## config.mk

```make
export PLATFORM = sky130hd
export DESIGN_NAME = ex_mem_stage
export DESIGN_NICKNAME = d
export VERILOG_FILES = /design/src/rtl/ex_mem_stage.sv
export SDC_FILE = /design/constraint.sdc
export NUM_CORES = 1
export LEC_CHECK = 0
export ABC_CLOCK_PERIOD_IN_PS = 3890
export CAP_MARGIN = 20
export CORE_ASPECT_RATIO = 1.2
export CORE_MARGIN = 2
export CORE_UTILIZATION = 43
export CTS_CLUSTER_SIZE = 28
export DETAILED_ROUTE_END_ITERATION = 8
export DONT_BUFFER_PORTS = 1
export PLACE_DENSITY = 0.59
export RECOVER_POWER = 50
export SLEW_MARGIN = 20
export SYNTH_ARGS = -nofsm -noshare
export SYNTH_HDL_FRONTEND = slang
export SYNTH_SLANG_ARGS = --single-unit
```

## constraint.sdc

```tcl
create_clock -name clk -period 3.89 [get_ports clk]
set_input_delay 0.5835 -clock clk [delete_from_list [all_inputs] [get_ports clk]]
set_output_delay 0.5835 -clock clk [all_outputs]
set_load 0.02 [all_outputs]
```

## src/rtl/ex_mem_stage.sv

```systemverilog
// ---------------------------------------------------------------------------
// ex_mem_stage
// EX/MEM pipeline stage register with a valid/ready handshake. With
// SKID_EN=1 it holds up to two instructions: entry A drives the outputs and
// entry B is a skid slot. With SKID_EN=0 it holds one. in_ready then depends
// combinationally on out_ready. Squash is synchronous through flush. The
// stage also produces a branch-resolution output and a saturating counter of
// stalled cycles.
//
// Ports
//   clk, reset            rising-edge clock, synchronous active-high reset
//   flush                 synchronous squash of every held entry
//   in_valid / in_ready   EX-side handshake
//   ctrl_in .. dst_in     EX payload: control, branch target, zero flag,
//                         ALU result, store data, destination index
//   out_valid / out_ready MEM-side handshake for entry A
//   ctrl_out .. dst_out   entry A payload (ctrl_out forced 0 when invalid)
//   branch_taken          out_valid & Branch & zero
//   stall_cnt             saturating count of out_valid & ~out_ready edges
// ---------------------------------------------------------------------------
module ex_mem_stage #(
   parameter int DATA_W  = 32,
   parameter int REG_AW  = 5,
   parameter int CTRL_W  = 5,
   parameter int SKID_EN = 1,
   parameter int CNT_W   = 16
) (
   input  logic              clk,
   input  logic              reset,
   input  logic              flush,
   input  logic              in_valid,
   output logic              in_ready,
   input  logic [CTRL_W-1:0] ctrl_in,
   input  logic [DATA_W-1:0] add_in,
   input  logic              zero_in,
   input  logic [DATA_W-1:0] alu_in,
   input  logic [DATA_W-1:0] rd2_in,
   input  logic [REG_AW-1:0] dst_in,
   output logic              out_valid,
   input  logic              out_ready,
   output logic [CTRL_W-1:0] ctrl_out,
   output logic [DATA_W-1:0] add_out,
   output logic              zero_out,
   output logic [DATA_W-1:0] alu_out,
   output logic [DATA_W-1:0] rd2_out,
   output logic [REG_AW-1:0] dst_out,
   output logic              branch_taken,
   output logic [CNT_W-1:0]  stall_cnt
);

   localparam logic [CNT_W-1:0] STALL_MAX = {CNT_W{1'b1}};
   localparam logic [CNT_W-1:0] STALL_ONE = {{(CNT_W-1){1'b0}}, 1'b1};

   // Entry A drives the outputs and entry B is the skid slot.
   logic [1:0]        count_r;
   logic [CTRL_W-1:0] ctrl_a_r, ctrl_b_r;
   logic [DATA_W-1:0] add_a_r, add_b_r;
   logic              zero_a_r, zero_b_r;
   logic [DATA_W-1:0] alu_a_r, alu_b_r;
   logic [DATA_W-1:0] rd2_a_r, rd2_b_r;
   logic [REG_AW-1:0] dst_a_r, dst_b_r;
   logic [CNT_W-1:0]  stall_cnt_r;

   logic       out_valid_s;
   logic       in_ready_s;
   logic       accept_s;
   logic       pop_s;
   logic [1:0] count_nxt_s;
   logic       load_a_in_s;
   logic       load_a_b_s;
   logic       load_b_s;

   assign out_valid_s = (count_r != 2'd0);
   // The skid variant uses only register state for in_ready, so out_ready
   // never reaches EX combinationally.
   assign in_ready_s  = (SKID_EN != 0) ? (count_r != 2'd2) : (~out_valid_s | out_ready);
   assign accept_s    = in_valid & in_ready_s;
   assign pop_s       = out_valid_s & out_ready;

   // Occupancy next-state and the selection of which entry loads from where.
   always_comb begin
      count_nxt_s = count_r;
      load_a_in_s = 1'b0;
      load_a_b_s  = 1'b0;
      load_b_s    = 1'b0;
      if (SKID_EN != 0) begin
         case (count_r)
            2'd0: begin
               if (accept_s) begin
                  load_a_in_s = 1'b1;
                  count_nxt_s = 2'd1;
               end else begin
                  count_nxt_s = 2'd0;
               end
            end
            2'd1: begin
               if (pop_s && accept_s) begin
                  load_a_in_s = 1'b1;
                  count_nxt_s = 2'd1;
               end else if (pop_s) begin
                  count_nxt_s = 2'd0;
               end else if (accept_s) begin
                  load_b_s    = 1'b1;
                  count_nxt_s = 2'd2;
               end else begin
                  count_nxt_s = 2'd1;
               end
            end
            2'd2: begin
               // in_ready is low here, so a pop only moves B forward into A.
               if (pop_s) begin
                  load_a_b_s  = 1'b1;
                  count_nxt_s = 2'd1;
               end else begin
                  count_nxt_s = 2'd2;
               end
            end
            default: begin
               count_nxt_s = 2'd0;
            end
         endcase
      end else begin
         if (accept_s) begin
            load_a_in_s = 1'b1;
            count_nxt_s = 2'd1;
         end else if (pop_s) begin
            count_nxt_s = 2'd0;
         end else begin
            count_nxt_s = count_r;
         end
      end
   end

   // Entry storage. A flush clears only the control bits, so data outputs
   // keep their last value.
   always_ff @(posedge clk) begin
      if (reset) begin
         count_r  <= 2'd0;
         ctrl_a_r <= '0;  add_a_r <= '0;  zero_a_r <= 1'b0;
         alu_a_r  <= '0;  rd2_a_r <= '0;  dst_a_r  <= '0;
         ctrl_b_r <= '0;  add_b_r <= '0;  zero_b_r <= 1'b0;
         alu_b_r  <= '0;  rd2_b_r <= '0;  dst_b_r  <= '0;
      end else if (flush) begin
         count_r  <= 2'd0;
         ctrl_a_r <= '0;
         ctrl_b_r <= '0;
      end else begin
         count_r <= count_nxt_s;
         if (load_a_in_s) begin
            ctrl_a_r <= ctrl_in;  add_a_r <= add_in;  zero_a_r <= zero_in;
            alu_a_r  <= alu_in;   rd2_a_r <= rd2_in;  dst_a_r  <= dst_in;
         end else if (load_a_b_s) begin
            ctrl_a_r <= ctrl_b_r; add_a_r <= add_b_r; zero_a_r <= zero_b_r;
            alu_a_r  <= alu_b_r;  rd2_a_r <= rd2_b_r; dst_a_r  <= dst_b_r;
         end
         if (load_b_s) begin
            ctrl_b_r <= ctrl_in;  add_b_r <= add_in;  zero_b_r <= zero_in;
            alu_b_r  <= alu_in;   rd2_b_r <= rd2_in;  dst_b_r  <= dst_in;
         end
      end
   end

   // Saturating stall counter. Only reset clears it; a flush leaves it alone.
   always_ff @(posedge clk) begin
      if (reset) begin
         stall_cnt_r <= '0;
      end else if (out_valid_s && !out_ready && (stall_cnt_r != STALL_MAX)) begin
         stall_cnt_r <= stall_cnt_r + STALL_ONE;
      end
   end

   assign in_ready     = in_ready_s;
   assign out_valid    = out_valid_s;
   assign ctrl_out     = out_valid_s ? ctrl_a_r : {CTRL_W{1'b0}};
   assign add_out      = add_a_r;
   assign zero_out     = zero_a_r;
   assign alu_out      = alu_a_r;
   assign rd2_out      = rd2_a_r;
   assign dst_out      = dst_a_r;
   assign branch_taken = out_valid_s & ctrl_a_r[0] & zero_a_r;
   assign stall_cnt    = stall_cnt_r;

endmodule

```

Word level (Yosys, flattened, before mapping)
Cells that the tools add are included.
Widths: inputs -> output; s select.
{"block": "totals", "ff_bits": 232, "inputBits": 112, "out_inout_bits": 126, "elab_cells": 61}
{"block": "classes", "addsub": 1, "n_eq_ne": 4, "n_mux": 27, "n_bitwise": 5, "n_reduce_logical": 10}
{"operator": "$mux 32", "count": 6}
{"operator": "$mux 5", "count": 5}
{"operator": "$add 16x1->16 const B", "count": 1}
{"operator": "$ne 16x16->1 const B", "count": 1}
{"operator": "$mux 1", "count": 10}
{"operator": "$mux 2", "count": 4}
{"operator": "$pmux 2 s3", "count": 1}
{"operator": "$and 1x1->1", "count": 4}
{"operator": "$reduce_and 2->1", "count": 2}
{"operator": "$reduce_bool 2->1", "count": 2}
{"operator": "$logic_and 1x1->1", "count": 3}
{"operator": "$eq 2x1->1 const B", "count": 1}
{"operator": "$eq 2x2->1 const B", "count": 1}
{"operator": "$logic_not 2->1", "count": 1}
{"operator": "$ne 2x2->1 const B", "count": 1}
{"operator": "$pmux 1 s2", "count": 1}
{"operator": "$reduce_or 2->1", "count": 1}
{"operator": "$logic_not 1->1", "count": 1}
{"operator": "$not 1->1", "count": 1}

Logic depth before layout (Yosys ltp)
Gate-level depths: netlist of the first run.
{"block": "depth", "word_depth": 7, "ltp_mapped": 13}

Worst setup path after synthesis of the first run
OpenSTA, ideal clock, no wires.
{"block": "synth_path", "path_kind": "register to register", "startpoint": "reg count_r[1]", "endpoint": "reg add_a_r[30], in the netlist add_out[30]", "setup_time_ps": 89, "arrival_ps": 2271, "required_ps": 3801, "path_slack_ps": 1530, "path_stages_with_launch": 14, "path_buffers": 5, "period_less_slack_ps": 2360, "path_cell_list": "dfxtp_1 -> buf_6 -> or2_2 -> clkbuf_1 -> nand2_1 -> inv_1 -> ha_1 -> mux2i_2 -> or2_1 -> buf_4 -> buf_6 -> buf_6 -> nand2_1 -> a311oi_2"}
{"block": "synth_via", "elab_chain_len": 7, "elab_cells_between_ends": 16, "cone_classes": "eq/ne: 3; mux: 6; bitwise: 2; reduce/logical: 5"}
{"element": "from (decl)", "line_no": "55", "source": "logic [1:0] count_r;"}
{"element": "from (signal assigned)", "line_no": "148", "source": "count_r <= count_nxt_s;"}
{"element": "$reduce_bool 2->1 *", "line_no": "73", "source": "assign out_valid_s = (count_r != 2'd0);"}
{"element": "net out_valid", "line_no": "39", "source": "output logic out_valid,"}
{"element": "$and 1x1->1 *", "line_no": "78", "source": "assign pop_s = out_valid_s & out_ready;"}
{"element": "$logic_and 1x1->1", "line_no": "97", "source": "if (pop_s && accept_s) begin"}
{"element": "$mux 1", "line_no": "97"}
{"element": "$pmux 1 s2", "line_no": "87", "source": "case (count_r)"}
{"element": "$reduce_bool 2->1 (no source line)"}
{"element": "$reduce_and 2->1 (no source line)"}
{"element": "to (signal assigned)", "line_no": "150", "source": "ctrl_a_r <= ctrl_in; add_a_r <= add_in; zero_a_r <= zero_in;"}
{"element": "to (signal assigned)", "line_no": "153", "source": "ctrl_a_r <= ctrl_b_r; add_a_r <= add_b_r; zero_a_r <= zero_b_r;"}
{"element": "to (decl)", "line_no": "57", "source": "logic [DATA_W-1:0] add_a_r, add_b_r;"}
Mark *: on every way through the listed nets, which the timed path passes. The rest lies on a longest branch.
A chain may end at the register's enable or synchronous reset.

Worst setup path in the final report of the first run
{"block": "layout_path", "startpoint": "reg count_r[1]", "endpoint": "reg dst_a_r[2], in the netlist dst_out[2]"}
{"block": "layout_via", "elab_chain_len": 7, "elab_cells_between_ends": 16, "cone_classes": "eq/ne: 3; mux: 6; bitwise: 2; reduce/logical: 5"}
{"element": "$reduce_bool 2->1 *", "line_no": "73"}
{"element": "net out_valid", "line_no": "39"}
{"element": "$and 1x1->1 *", "line_no": "78"}
{"element": "$logic_and 1x1->1", "line_no": "97"}
{"element": "$mux 1", "line_no": "97"}
{"element": "$pmux 1 s2", "line_no": "87"}
{"element": "$reduce_bool 2->1 (no source line)"}
{"element": "$reduce_and 2->1 (no source line)"}
{"element": "to (signal assigned)", "line_no": "151", "source": "alu_a_r <= alu_in; rd2_a_r <= rd2_in; dst_a_r <= dst_in;"}
{"element": "to (signal assigned)", "line_no": "154", "source": "alu_a_r <= alu_b_r; rd2_a_r <= rd2_b_r; dst_a_r <= dst_b_r;"}
{"element": "to (decl)", "line_no": "61", "source": "logic [REG_AW-1:0] dst_a_r, dst_b_r;"}
Marked as above.

==> impl_metrics.xml, run 1 <==
<?xml version="1.0" encoding="UTF-8"?>
<metrics>
  <group name="drt">
    <metric name="dr_total_vias" unit="">8021</metric>
    <metric name="remaining_drc_errors" unit="">0</metric>
    <metric name="drt_iter0_drc" unit="">391</metric>
    <metric name="drt_first_pass_iters" unit="">5</metric>
    <metric name="detail_route.vias_per_cell" unit="">5.54</metric>
    <metric name="total_wire_length_after_detailed_routing" unit="um">26400</metric>
    <metric name="detail-route-antenna-nets" unit="">0</metric>
    <metric name="wl_per_cell" unit="um">18.2</metric>
  </group>
  <group name="grt">
    <metric name="vias_in_the_first_global_route" unit="">7544</metric>
    <metric name="grt_pass1_wl" unit="um">41300</metric>
    <metric name="global_route.overflow_total" unit="">0</metric>
    <metric name="track_usage" unit="">0.203</metric>
    <metric name="grt_max_degree" unit="">223</metric>
    <metric name="antenna_found_initial" unit="">0</metric>
  </group>
  <group name="timing">
    <metric name="setup-violations-final" unit="">0</metric>
    <metric name="worst-slew-pin-transition" unit="ns">1.94</metric>
    <metric name="tns" unit="ns">0</metric>
    <metric name="final.setup.worst_slack" unit="ns">0.649</metric>
    <metric name="final-max-slew-violation-count" unit="">15</metric>
    <metric name="hold_viol_final" unit="">0</metric>
    <metric name="min_period" unit="ns">3.24</metric>
    <metric name="slew-limit-headroom" unit="">-0.308</metric>
    <metric name="timing.final.crit_share" unit="">0.833</metric>
    <metric name="worst_clock_skew" unit="ns">0.0153</metric>
    <metric name="maxClockFrequency" unit="MHz">309</metric>
    <metric name="grt_setup_unrepaired" unit="">false</metric>
  </group>
  <group name="clock_network">
    <metric name="postCtsResizedCells" unit="">0</metric>
    <metric name="ctsHoldBuffers" unit="">0</metric>
    <metric name="tritoncts_clock_tree" unit="">built</metric>
    <metric name="clock_tree.buffer_depth" unit="">3</metric>
    <metric name="cts-root-buf" unit="">clkbuf_16</metric>
    <metric name="clock_tree.htree_level_count" unit="">1</metric>
    <metric name="clock_sinks" unit="">232</metric>
    <metric name="clkSlewWorstSetupHoldPaths" unit="ns">0.06</metric>
    <metric name="cts_post_setup_buffers_inserted" unit="">0</metric>
    <metric name="clk-insertion-delay-late" unit="ns">0.52</metric>
    <metric name="cts_made_buffers" unit="">25</metric>
  </group>
  <group name="min_path">
    <metric name="worst_hold_path.num_cells" unit="">1</metric>
    <metric name="hold_path.class" unit="">input port to flop</metric>
    <metric name="hold_path.startpoint" unit="">reset</metric>
    <metric name="min_delay_worst_endpoint" unit="">add_b_r[31]</metric>
  </group>
  <group name="place">
    <metric name="place.port_buffers" unit="">0</metric>
    <metric name="dpl_cell_area" unit="sq mm">0.0101</metric>
    <metric name="place_worst_setup_slack" unit="ns">0.834</metric>
    <metric name="place_hpwl" unit="um">15300</metric>
    <metric name="place_congestion" unit="">0.772</metric>
  </group>
  <group name="power_and_ir_drop">
    <metric name="ir_drop_worst_case_vdd" unit="V">0.000317</metric>
    <metric name="power_leakage" unit="nW">3.42</metric>
    <metric name="p_per_area" unit="mW/mm^2">493</metric>
  </group>
  <group name="floorplan">
    <metric name="die_h" unit="um">173</metric>
    <metric name="dieWidth" unit="um">145</metric>
    <metric name="design.die.area" unit="sq mm">0.0250</metric>
    <metric name="floorplan.rows" unit="">61</metric>
    <metric name="effective_utilization_at_floorplan" unit="">0.439</metric>
    <metric name="fp.coreArea" unit="sq mm">0.0232</metric>
    <metric name="ioPinCount" unit="">238</metric>
  </group>
  <group name="yosys">
    <metric name="synthMostInstantiatedCell" unit="">nand2_1</metric>
    <metric name="yosys_register_bits" unit="">232</metric>
    <metric name="postSynthCellCount" unit="">1186</metric>
    <metric name="synthesis.area" unit="sq mm">0.0102</metric>
    <metric name="synth_largest_area_cell" unit="">dfxtp_1</metric>
    <metric name="fraction_of_the_mapped_netlist_area_in_compound_gates" unit="">0.262</metric>
    <metric name="yosysUniqueCellTypes" unit="">48</metric>
    <metric name="post_synth_and_or_nand_nor_area_fraction" unit="">0.195</metric>
    <metric name="yosys-top-cells-count" unit="">nand2_1 (415), dfxtp_1 (232), a21oi_1 (217)</metric>
    <metric name="yosys_warnings" unit="">0</metric>
    <metric name="syn-mean-instance-area" unit="sq um">8.59</metric>
    <metric name="synth-edff-count" unit="">0</metric>
    <metric name="nets_in_the_synthesized_netlist" unit="">1301</metric>
    <metric name="yosys.area_share.xor_xnor" unit="">0.000859</metric>
    <metric name="synth_mux_area_frac" unit="">0.0133</metric>
    <metric name="asyncSetResetFlopFracSynth" unit="">0</metric>
    <metric name="synth_largest_type_area_fraction" unit="">0.456</metric>
    <metric name="synth_fa_ha_area_frac" unit="">0.00368</metric>
    <metric name="post_synth_main_area_contributors" unit="">dfxtp_1 (46%), nand2_1 (15%), a311oi_2 (12%)</metric>
    <metric name="synth_sequential_area_ratio" unit="">0.456</metric>
    <metric name="top_ff_cell_synth" unit="">dfxtp_1</metric>
    <metric name="synth_top_family_by_area" unit="">compound AO/OA/AOI/OAI gates</metric>
  </group>
  <group name="setup_path">
    <metric name="worst_ep_required_time" unit="ns">4.25</metric>
    <metric name="r2r_slack" unit="ns">0.65</metric>
    <metric name="cpPeakStageDelay" unit="ns">0.62</metric>
    <metric name="crit_path_start_kind" unit="">flop</metric>
    <metric name="reg2reg_to" unit="">dst_out[2]</metric>
    <metric name="regToRegStartpoint" unit="">count_r[1]</metric>
    <metric name="crit_path_kind" unit="">flop to flop</metric>
    <metric name="path_cells" unit="">or2_0 -&gt; nand2_1 -&gt; inv_1 -&gt; ha_1 -&gt; mux2i_2 -&gt; or2_4 -&gt; a21oi_4 -&gt; buf_4 -&gt; a311oi_2</metric>
    <metric name="r2r.worst_path.cells" unit="">9</metric>
    <metric name="cpMaxStageDelayCell" unit="">or2_0</metric>
    <metric name="crit_arrival" unit="ns">3.60</metric>
    <metric name="critPathMaxFanout" unit="">38</metric>
    <metric name="critPathCaptureType" unit="">flop</metric>
  </group>
  <group name="finish">
    <metric name="nets" unit="">1233</metric>
    <metric name="fin_util" unit="">0.467</metric>
    <metric name="drive_above_1_share" unit="">0.128</metric>
    <metric name="fin_area" unit="sq mm">0.0108</metric>
    <metric name="n_antenna_cell" unit="">0</metric>
    <metric name="area_growth" unit="%">6.24</metric>
  </group>
  <group name="outcome">
    <metric name="violations" unit="">capacitance limit, slew limit</metric>
    <metric name="status" unit="">finished, violations left</metric>
  </group>
  <group name="job">
    <metric name="drv_cap" unit="">1</metric>
  </group>
</metrics>
[routing by layer]
metal  GRT usage  vias to the layer above  share of wire
li1            -                     3978              -
met1       0.249                     3793           0.41
met2       0.336                      215           0.47
met3      0.0717                       35          0.095
met4      0.0542                        0          0.023
met5     0.00810                        -              0
[worst max path at each step]
stage / to / startpoint / slack, ns
4_1_cts: rd2_out[3] / count_r[1] / 0.83
5_1_grt: stall_cnt[5] / stall_cnt[1] / 0.33
3_3_place_gp: rd2_out[25] / count_r[1] / 0.92
6_report: dst_out[2] / count_r[1] / 0.65
2_1_floorplan: add_out[30] / count_r[1] / 1.53
3_5_place_dp: rd2_out[3] / count_r[1] / 0.83
[stage by stage]
step | hold WS [ns] | total power [W] | instances
4_1_cts | 0.114 | 0.00542 | 1449
3_5_place_dp | 0.441 | 0.00311 | 1406
6_report | 0.133 | 0.00534 | 1449
5_1_grt | 0.114 | 0.00556 | 1449
2_1_floorplan | 0.434 | 0.00307 | 1186
3_3_place_gp | 0.437 | 0.00310 | 1406
[cells by family after synthesis]
kind of cell | Yosys count
buffers and inverters | 114
and+or+nand+nor | 480
xor gates and xnor gates | 1
adders and majority gates | 3
AOI/OAI and AO/OA | 343
muxes | 13
DFF | 232
[flip-flops by register name, summed over array words and instances, names as in the netlist, 16 cells and up]
signal	flops
alu_b_r	32
alu_out	32
add_b_r	32
rd2_out	32
add_out	32
stall_cnt	16
rd2_b_r	32
[placed cells by master (no fill, tap or decap), types with 6 or more instances in the layout]
cell	n
a21oi_1	217
or3_1	8
clkbuf_8	6
a311oi_1	22
buf_4	10
nand2_1	415
clkbuf_1	7
dfxtp_1	232
nor2_1	16
clkbuf_16	25
mux2i_1	11
a311oi_2	80
and2_0	6
[cell type report]
cell class | instances | area (sq um)
fillers | 2295 | 12400
multi-input cells | 840 | 4820
flip-flops and latches | 232 | 4640
clock buffers | 38 | 734
well taps | 315 | 394
repair buffers | 14 | 155
clock inverters | 5 | 53.8
inverters | 5 | 20.0
[worst max-delay path, delay by kind of cell (launching register included)]
family	cells	cell delay (ns)
AOI/OAI and AO/OA	2	0.39
adders and majority gates	1	0.15
buffers and inverters	2	0.66
DFF	1	0.60
muxes	1	0.11
and+or+nand+nor	3	1.16
[power breakdown]
part           internal [W]  total, W  leakage (nW)  switching [W]
sequential          0.00247   0.00264          1.89       0.000164
clock               0.00136   0.00229         0.390       0.000936
combinational      0.000148  0.000408          1.14       0.000260
total               0.00398   0.00534          3.42        0.00136
Power figures use the tool's default switching activity.
==> inputs of run 2 (changes only) <==
ABC_AREA = 1   (was not set)
ABC_CLOCK_PERIOD_IN_PS = 3090   (was 3890)
clock period = 3.09 ns   (was 3.89 ns; I/O delays follow)
==> run 2 against run 1 <==
First-iteration DRC count is 43% higher. Combinational power is 25% higher. Worst hold slack lost 0.11 ns. Clock-buffer cell count down 1. Area after synthesis is 3.1% lower. Routed wire length shrank 3.3%. Die area is 3.1% lower. The flow still finishes with violations (capacitance limit, slew limit). Synthesized cell count is 20% higher. Highest routed layer unchanged. Register-to-register slack got worse by 0.16 ns.
==> impl_metrics.xml, run 2 <==
<?xml version="1.0" encoding="UTF-8"?>
<metrics>
  <group name="min_path">
    <metric name="hold_path.class" unit="">input port to flop</metric>
  </group>
  <group name="grt">
    <metric name="track_usage" unit="">0.206</metric>
    <metric name="global_route.overflow_total" unit="">0</metric>
    <metric name="vias_in_the_first_global_route" unit="">7937</metric>
    <metric name="grt_max_degree" unit="">137</metric>
    <metric name="grt_pass1_wl" unit="um">41100</metric>
    <metric name="antenna_found_initial" unit="">0</metric>
  </group>
  <group name="yosys">
    <metric name="asyncSetResetFlopFracSynth" unit="">0</metric>
    <metric name="synth_largest_area_cell" unit="">dfxtp_1</metric>
    <metric name="yosys-top-cells-count" unit="">nor2_1 (386), nand2_1 (251), dfxtp_1 (232)</metric>
    <metric name="synth_largest_type_area_fraction" unit="">0.470</metric>
    <metric name="synthMostInstantiatedCell" unit="">nor2_1</metric>
    <metric name="yosys_register_bits" unit="">232</metric>
    <metric name="yosys_warnings" unit="">0</metric>
    <metric name="syn-mean-instance-area" unit="sq um">6.91</metric>
    <metric name="nets_in_the_synthesized_netlist" unit="">1543</metric>
    <metric name="post_synth_main_area_contributors" unit="">dfxtp_1 (47%), nor2_1 (15%), o21ai_0 (11%)</metric>
    <metric name="yosysUniqueCellTypes" unit="">26</metric>
    <metric name="synth-edff-count" unit="">0</metric>
    <metric name="synth_sequential_area_ratio" unit="">0.470</metric>
    <metric name="synthesis.area" unit="sq mm">0.00987</metric>
    <metric name="top_ff_cell_synth" unit="">dfxtp_1</metric>
    <metric name="postSynthCellCount" unit="">1428</metric>
  </group>
  <group name="setup_path">
    <metric name="critPathMaxFanout" unit="">75</metric>
    <metric name="path_cells" unit="">nor2_4 -&gt; nand2_2 -&gt; clkbuf_2 -&gt; nand3_1 -&gt; nand2_1 -&gt; o21ai_0 -&gt; nor2_1</metric>
    <metric name="critical-path-top-delay-family" unit="">simple AND/OR/NAND/NOR gates</metric>
    <metric name="crit_path_start_kind" unit="">flop</metric>
    <metric name="worst_ep_required_time" unit="ns">3.49</metric>
    <metric name="crit_path_kind" unit="">flop to flop</metric>
    <metric name="crit_arrival" unit="ns">3.00</metric>
    <metric name="critical_path.n_buffers_inverters" unit="">1</metric>
    <metric name="cpPeakStageDelay" unit="ns">0.88</metric>
    <metric name="critPathCaptureType" unit="">flop</metric>
    <metric name="cpMaxStageDelayCell" unit="">clkbuf_2</metric>
  </group>
  <group name="timing">
    <metric name="slew-limit-headroom" unit="">-0.169</metric>
    <metric name="timing.final.crit_share" unit="">0.841</metric>
    <metric name="worst-slew-pin-transition" unit="ns">1.75</metric>
    <metric name="min_period" unit="ns">2.60</metric>
    <metric name="grt_setup_unrepaired" unit="">false</metric>
    <metric name="setup-violations-final" unit="">0</metric>
    <metric name="maxClockFrequency" unit="MHz">385</metric>
    <metric name="tns" unit="ns">0</metric>
    <metric name="final.setup.worst_slack" unit="ns">0.490</metric>
    <metric name="final-max-slew-violation-count" unit="">76</metric>
    <metric name="hold_viol_final" unit="">0</metric>
    <metric name="worst_clock_skew" unit="ns">0.0104</metric>
  </group>
  <group name="finish">
    <metric name="regArea" unit="sq mm">0.00464</metric>
    <metric name="final_cell_mix" unit="">nor2_1 (387), nand2_1 (252), dfxtp_1 (232), o21ai_0 (218), nand3_1 (90)</metric>
    <metric name="multi_input_area" unit="sq mm">0.00451</metric>
    <metric name="nets" unit="">1483</metric>
    <metric name="drive_above_1_share" unit="">0.0427</metric>
    <metric name="n_antenna_cell" unit="">0</metric>
    <metric name="mostFrequentLayoutCell" unit="">nor2_1</metric>
    <metric name="area_growth" unit="%">8.04</metric>
    <metric name="num-fill-cells" unit="">2311</metric>
  </group>
  <group name="drt">
    <metric name="detail_route.vias_per_cell" unit="">5.20</metric>
    <metric name="total_wire_length_after_detailed_routing" unit="um">25500</metric>
    <metric name="drt_first_pass_iters" unit="">4</metric>
    <metric name="detail-route-antenna-nets" unit="">0</metric>
    <metric name="dr_total_vias" unit="">8630</metric>
    <metric name="remaining_drc_errors" unit="">0</metric>
    <metric name="drt_iter0_drc" unit="">561</metric>
    <metric name="wl_per_cell" unit="um">15.4</metric>
  </group>
  <group name="power_and_ir_drop">
    <metric name="power.share.sequential" unit="">0.494</metric>
    <metric name="ir_drop_worst_case_vdd" unit="V">0.000440</metric>
    <metric name="swShare" unit="">0.255</metric>
    <metric name="power_leakage" unit="nW">4.21</metric>
    <metric name="p_total" unit="W">0.00672</metric>
    <metric name="total_switching_power" unit="W">0.00171</metric>
    <metric name="pwr-share-comb" unit="">0.076</metric>
    <metric name="clock_power_share" unit="">0.430</metric>
    <metric name="p_per_area" unit="mW/mm^2">630</metric>
    <metric name="internal_power_component" unit="W">0.00501</metric>
  </group>
  <group name="clock_network">
    <metric name="clkSlewWorstSetupHoldPaths" unit="ns">0.06</metric>
    <metric name="tritoncts_clock_tree" unit="">built</metric>
    <metric name="clock_tree.buffer_depth" unit="">3</metric>
    <metric name="clock_sinks" unit="">232</metric>
    <metric name="clk-insertion-delay-late" unit="ns">0.51</metric>
    <metric name="cts_post_setup_buffers_inserted" unit="">0</metric>
    <metric name="cts_made_buffers" unit="">25</metric>
    <metric name="cts-root-buf" unit="">clkbuf_16</metric>
    <metric name="clock_tree.htree_level_count" unit="">1</metric>
  </group>
  <group name="outcome">
    <metric name="status" unit="">finished, violations left</metric>
    <metric name="violations" unit="">capacitance limit, slew limit</metric>
  </group>
  <group name="place">
    <metric name="place_worst_setup_slack" unit="ns">0.714</metric>
    <metric name="place_congestion" unit="">0.797</metric>
    <metric name="place_hpwl" unit="um">15100</metric>
    <metric name="place.port_buffers" unit="">0</metric>
  </group>
  <group name="floorplan">
    <metric name="fp.coreArea" unit="sq mm">0.0225</metric>
    <metric name="dieWidth" unit="um">142</metric>
    <metric name="ioPinCount" unit="">238</metric>
    <metric name="floorplan.rows" unit="">60</metric>
    <metric name="design.die.area" unit="sq mm">0.0242</metric>
    <metric name="die_h" unit="um">170</metric>
    <metric name="effective_utilization_at_floorplan" unit="">0.438</metric>
  </group>
  <group name="job">
    <metric name="drv_cap" unit="">1</metric>
  </group>
</metrics>
run 2: changes by cell type in the layout (fill, tap and decap cells not counted), moves of 6 or more:
| cell | before | now |
|---|---|---|
| nor2_1 | 16 | 387 |
| o21ai_0 | 3 | 218 |
| a21oi_1 | 217 | 46 |
| nand2_1 | 415 | 252 |
| nand3_1 | 4 | 90 |
| a311oi_2 | 80 | 0 |
| inv_1 | 4 | 52 |
| a311oi_1 | 22 | 0 |
| mux2i_1 | 11 | 0 |
| o21ai_1 | 5 | 16 |
| or3_1 | 8 | 0 |
| and2_0 | 6 | 0 |
run 2: timing repair:
action	CTS	global route
hold endpoints to repair	0	4
gates resized for setup	0	0
hold buffers	0	1
run 2: per-stage QoR:
stage | hold WS (ns) | std cells | cell area, sq um | util
floorplan | 0.425 | 1428 | 9870 | -
global placement | 0.431 | 1619 | 9890 | 0.439
detailed placement | 0.438 | 1619 | 9890 | 0.439
CTS | 0.00199 | 1660 | 10700 | 0.474
global route | 0.000886 | 1661 | 10700 | 0.474
finish | 0.0225 | 1661 | 10700 | 0.474
run 2: final timing paths:
check | from | to | slack, ns | cells after the start
min reg2reg | add_b_r[16] | add_b_r[16] | 0.44 | 2
max | count_r[1] | rd2_out[3] | 0.49 | 7
max reg2reg | count_r[1] | rd2_out[3] | 0.49 | 7
min | reset | stall_cnt[6] | 0.02 | 1
run 2: worst reg2reg max path: cells and delay by family, from the launching register on:
family / cells / cell delay, ns
flops: 1 / 0.36
simple gates: 5 / 1.04
compound gates: 1 / 0.22
buf+inv: 1 / 0.88
run 2: layer usage:
metal / wire length, um / GRT usage / part of all wire / vias to the layer above
li1: - / - / - / 4447
met3: 2220 / 0.0588 / 0.087 / 38
met1: 10700 / 0.248 / 0.42 / 3915
met2: 12000 / 0.358 / 0.47 / 230
met4: 626 / 0.0594 / 0.025 / 0
met5: 0 / 0 / 0 / -
run 2: logic make-up (layout without fill, tap and decap cells):
family | Yosys count | count (layout) | share of synthesized area
and+or+nand+nor | 744 | 744 | 0.300
buffers and inverters | 156 | 110 | 0.0736
xor gates and xnor gates | 6 | 6 | 0.00532
DFF | 232 | 232 | 0.470
adders and majority gates | 3 | 3 | 0.00380
AOI/OAI and AO/OA | 287 | 287 | 0.147
run 2: cell type report:
type / count / share of cell area
multi-input cells: 1040 / 0.423
clock buffers: 37 / 0.0695
well taps: 279 / 0.0327
repair buffers: 14 / 0.0157
flip-flops and latches: 232 / 0.435
inverters: 55 / 0.0197
clock inverters: 4 / 0.00422
run 2: power by group through the flow:
stage,Combinational (W),Sequential (W),Clock (W)
after floorplan,0.000437,0.00336,0
after global placement,0.000512,0.00339,0
after detailed placement,0.000519,0.00339,0
after CTS,0.000520,0.00332,0.00297
after global routing,0.000601,0.00334,0.00309
final,0.000512,0.00332,0.00289
==> inputs of run 3 (changes only) <==
ABC_AREA = 0   (was 1)
ABC_CLOCK_PERIOD_IN_PS = 2650   (was 3090)
clock period = 2.65 ns   (was 3.09 ns; I/O delays follow)
==> run 3 against run 2 <==
Routed wire length increased by 12%. Largest cell class is now multi-input gates. The flow now finishes without violations. Highest routed layer unchanged. Sequential share of layout area shrank 5.3 points. Sequential cell count unchanged. Clock skew shrank 0.00070 ns. Via count down 1.0%. Non-clock buffer count rose by 118. Global-route usage up 1.0 points. Clock-buffer cell count fell by 5.
==> impl_metrics.xml, run 3 (same netlist as run 1, synthesis figures left out) <==
<?xml version="1.0" encoding="UTF-8"?>
<metrics>
  <group name="timing">
    <metric name="grt_setup_unrepaired" unit="">false</metric>
    <metric name="min_period" unit="ns">2.49</metric>
    <metric name="hold_viol_final" unit="">0</metric>
    <metric name="setup-violations-final" unit="">0</metric>
    <metric name="worst-slew-pin-transition" unit="ns">0.731</metric>
    <metric name="slew-limit-headroom" unit="">0.511</metric>
    <metric name="final.setup.worst_slack" unit="ns">0.164</metric>
    <metric name="timing.final.crit_share" unit="">0.938</metric>
    <metric name="final-max-slew-violation-count" unit="">0</metric>
    <metric name="worst_clock_skew" unit="ns">0.00968</metric>
    <metric name="tns" unit="ns">0</metric>
    <metric name="maxClockFrequency" unit="MHz">402</metric>
  </group>
  <group name="grt">
    <metric name="antenna_found_initial" unit="">0</metric>
    <metric name="grt_max_degree" unit="">223</metric>
    <metric name="track_usage" unit="">0.216</metric>
    <metric name="grt_pass1_wl" unit="um">44300</metric>
    <metric name="global_route.overflow_total" unit="">0</metric>
    <metric name="vias_in_the_first_global_route" unit="">8447</metric>
  </group>
  <group name="finish">
    <metric name="mostFrequentLayoutCell" unit="">nand2_1</metric>
    <metric name="nets" unit="">1350</metric>
    <metric name="filler_free_cell_count_of_the_finished_design" unit="">1565</metric>
    <metric name="drive_above_1_share" unit="">0.134</metric>
    <metric name="fin_area" unit="sq mm">0.0121</metric>
    <metric name="final_cell_mix" unit="">nand2_1 (415), dfxtp_1 (231), a21oi_1 (217), dlygate4sd3_1 (99), a311oi_2 (80)</metric>
    <metric name="area_growth" unit="%">19.1</metric>
    <metric name="n_antenna_cell" unit="">0</metric>
  </group>
  <group name="drt">
    <metric name="remaining_drc_errors" unit="">0</metric>
    <metric name="drt_first_pass_iters" unit="">5</metric>
    <metric name="wl_per_cell" unit="um">18.3</metric>
    <metric name="dr_total_vias" unit="">8544</metric>
    <metric name="detail-route-antenna-nets" unit="">0</metric>
    <metric name="drt_iter0_drc" unit="">402</metric>
    <metric name="detail_route.vias_per_cell" unit="">5.46</metric>
    <metric name="total_wire_length_after_detailed_routing" unit="um">28600</metric>
  </group>
  <group name="clock_network">
    <metric name="clock_tree.buffer_depth" unit="">3</metric>
    <metric name="cts-root-buf" unit="">clkbuf_16</metric>
    <metric name="clkSlewWorstSetupHoldPaths" unit="ns">0.06</metric>
    <metric name="clk-insertion-delay-late" unit="ns">0.52</metric>
    <metric name="clock_sinks" unit="">232</metric>
    <metric name="cts_made_buffers" unit="">24</metric>
    <metric name="clock_tree.htree_level_count" unit="">1</metric>
    <metric name="tritoncts_clock_tree" unit="">built</metric>
  </group>
  <group name="floorplan">
    <metric name="dieWidth" unit="um">145</metric>
    <metric name="effective_utilization_at_floorplan" unit="">0.439</metric>
    <metric name="design.die.area" unit="sq mm">0.0250</metric>
    <metric name="fp.coreArea" unit="sq mm">0.0232</metric>
    <metric name="die_h" unit="um">173</metric>
    <metric name="floorplan.rows" unit="">61</metric>
    <metric name="ioPinCount" unit="">238</metric>
  </group>
  <group name="min_path">
    <metric name="hold_path.class" unit="">input port to flop</metric>
  </group>
  <group name="place">
    <metric name="place_hpwl" unit="um">15700</metric>
    <metric name="dpl_cell_area" unit="sq mm">0.0103</metric>
    <metric name="place.port_buffers" unit="">0</metric>
    <metric name="place_congestion" unit="">0.786</metric>
    <metric name="place_worst_setup_slack" unit="ns">0.413</metric>
    <metric name="post-place-cells" unit="">1422</metric>
  </group>
  <group name="setup_path">
    <metric name="worst_ep_required_time" unit="ns">3.10</metric>
    <metric name="critPathCaptureType" unit="">flop</metric>
    <metric name="crit_path_kind" unit="">flop to flop</metric>
    <metric name="crit_path_start_kind" unit="">flop</metric>
    <metric name="r2r_slack" unit="ns">0.16</metric>
    <metric name="critPathMaxFanout" unit="">40</metric>
    <metric name="crit_arrival" unit="ns">2.94</metric>
  </group>
  <group name="outcome">
    <metric name="status" unit="">complete, no violations</metric>
  </group>
  <group name="power_and_ir_drop">
    <metric name="ir_drop_worst_case_vdd" unit="V">0.000514</metric>
    <metric name="power_leakage" unit="nW">4.25</metric>
    <metric name="p_per_area" unit="mW/mm^2">663</metric>
  </group>
  <group name="job">
    <metric name="drv_cap" unit="">0</metric>
  </group>
</metrics>
-- run 3: timing repair --
item,in CTS,in global routing
setup buffers,0,1
gates resized for setup,0,6
hold endpoints to repair,197,5
endpoints found under the setup margin,0,58
hold buffers,95,4
-- run 3: area by class of cell --
class,count,area [sq um]
inverter,5,20.0
sequential,232,4650
clock buffer,32,692
clock inverter,9,120
fill,2202,11100
multi-input combinational,840,4870
timing repair buffer,132,1400
tap,315,394
-- run 3: where the power goes --
part | switching [W] | total [W] | internal, W
logic | 0.000408 | 0.000688 | 0.000279
registers | 0.000240 | 0.00387 | 0.00363
clock network | 0.00138 | 0.00349 | 0.00211
-- run 3: metrics by stage --
step | hold slack (ns) | power (W) | util
2_1_floorplan | 0.434 | 0.00450 | -
3_3_place_gp | 0.438 | 0.00459 | 0.445
3_5_place_dp | 0.441 | 0.00460 | 0.445
4_1_cts | -0.0521 | 0.00813 | 0.521
5_1_grt | -0.0125 | 0.00835 | 0.523
6_report | 0.00614 | 0.00805 | 0.523
-- run 3: final timing paths --
| check | to | startpoint | cells past startpoint |
|---|---|---|---|
| worst max register to register | dst_b_r[3] | count_r[0] | 9 |
| worst min register to register | alu_b_r[2] | alu_b_r[2] | 2 |
| worst min-delay path | stall_cnt[1] | reset | 1 |
| worst max-delay path | dst_b_r[3] | count_r[0] | 9 |
-- run 3: critical path, stage by stage (launching register included) --
cell and delay [ns]:
dfxtp_2 0.36, or2_2 0.29, nand2_1 0.09, ha_1 0.16, nand3b_2 0.12, nor2_4 0.25
buf_8 0.34, nand2_1 0.10, a21oi_1 0.13, dlygate4sd3_1 0.56
-- run 3: layer usage --
layer / track usage / wire length [um]
met2: 0.361 / 13600
met3: 0.0750 / 2830
met4: 0.0716 / 913
met5: 0 / 0
met1: 0.257 / 11300
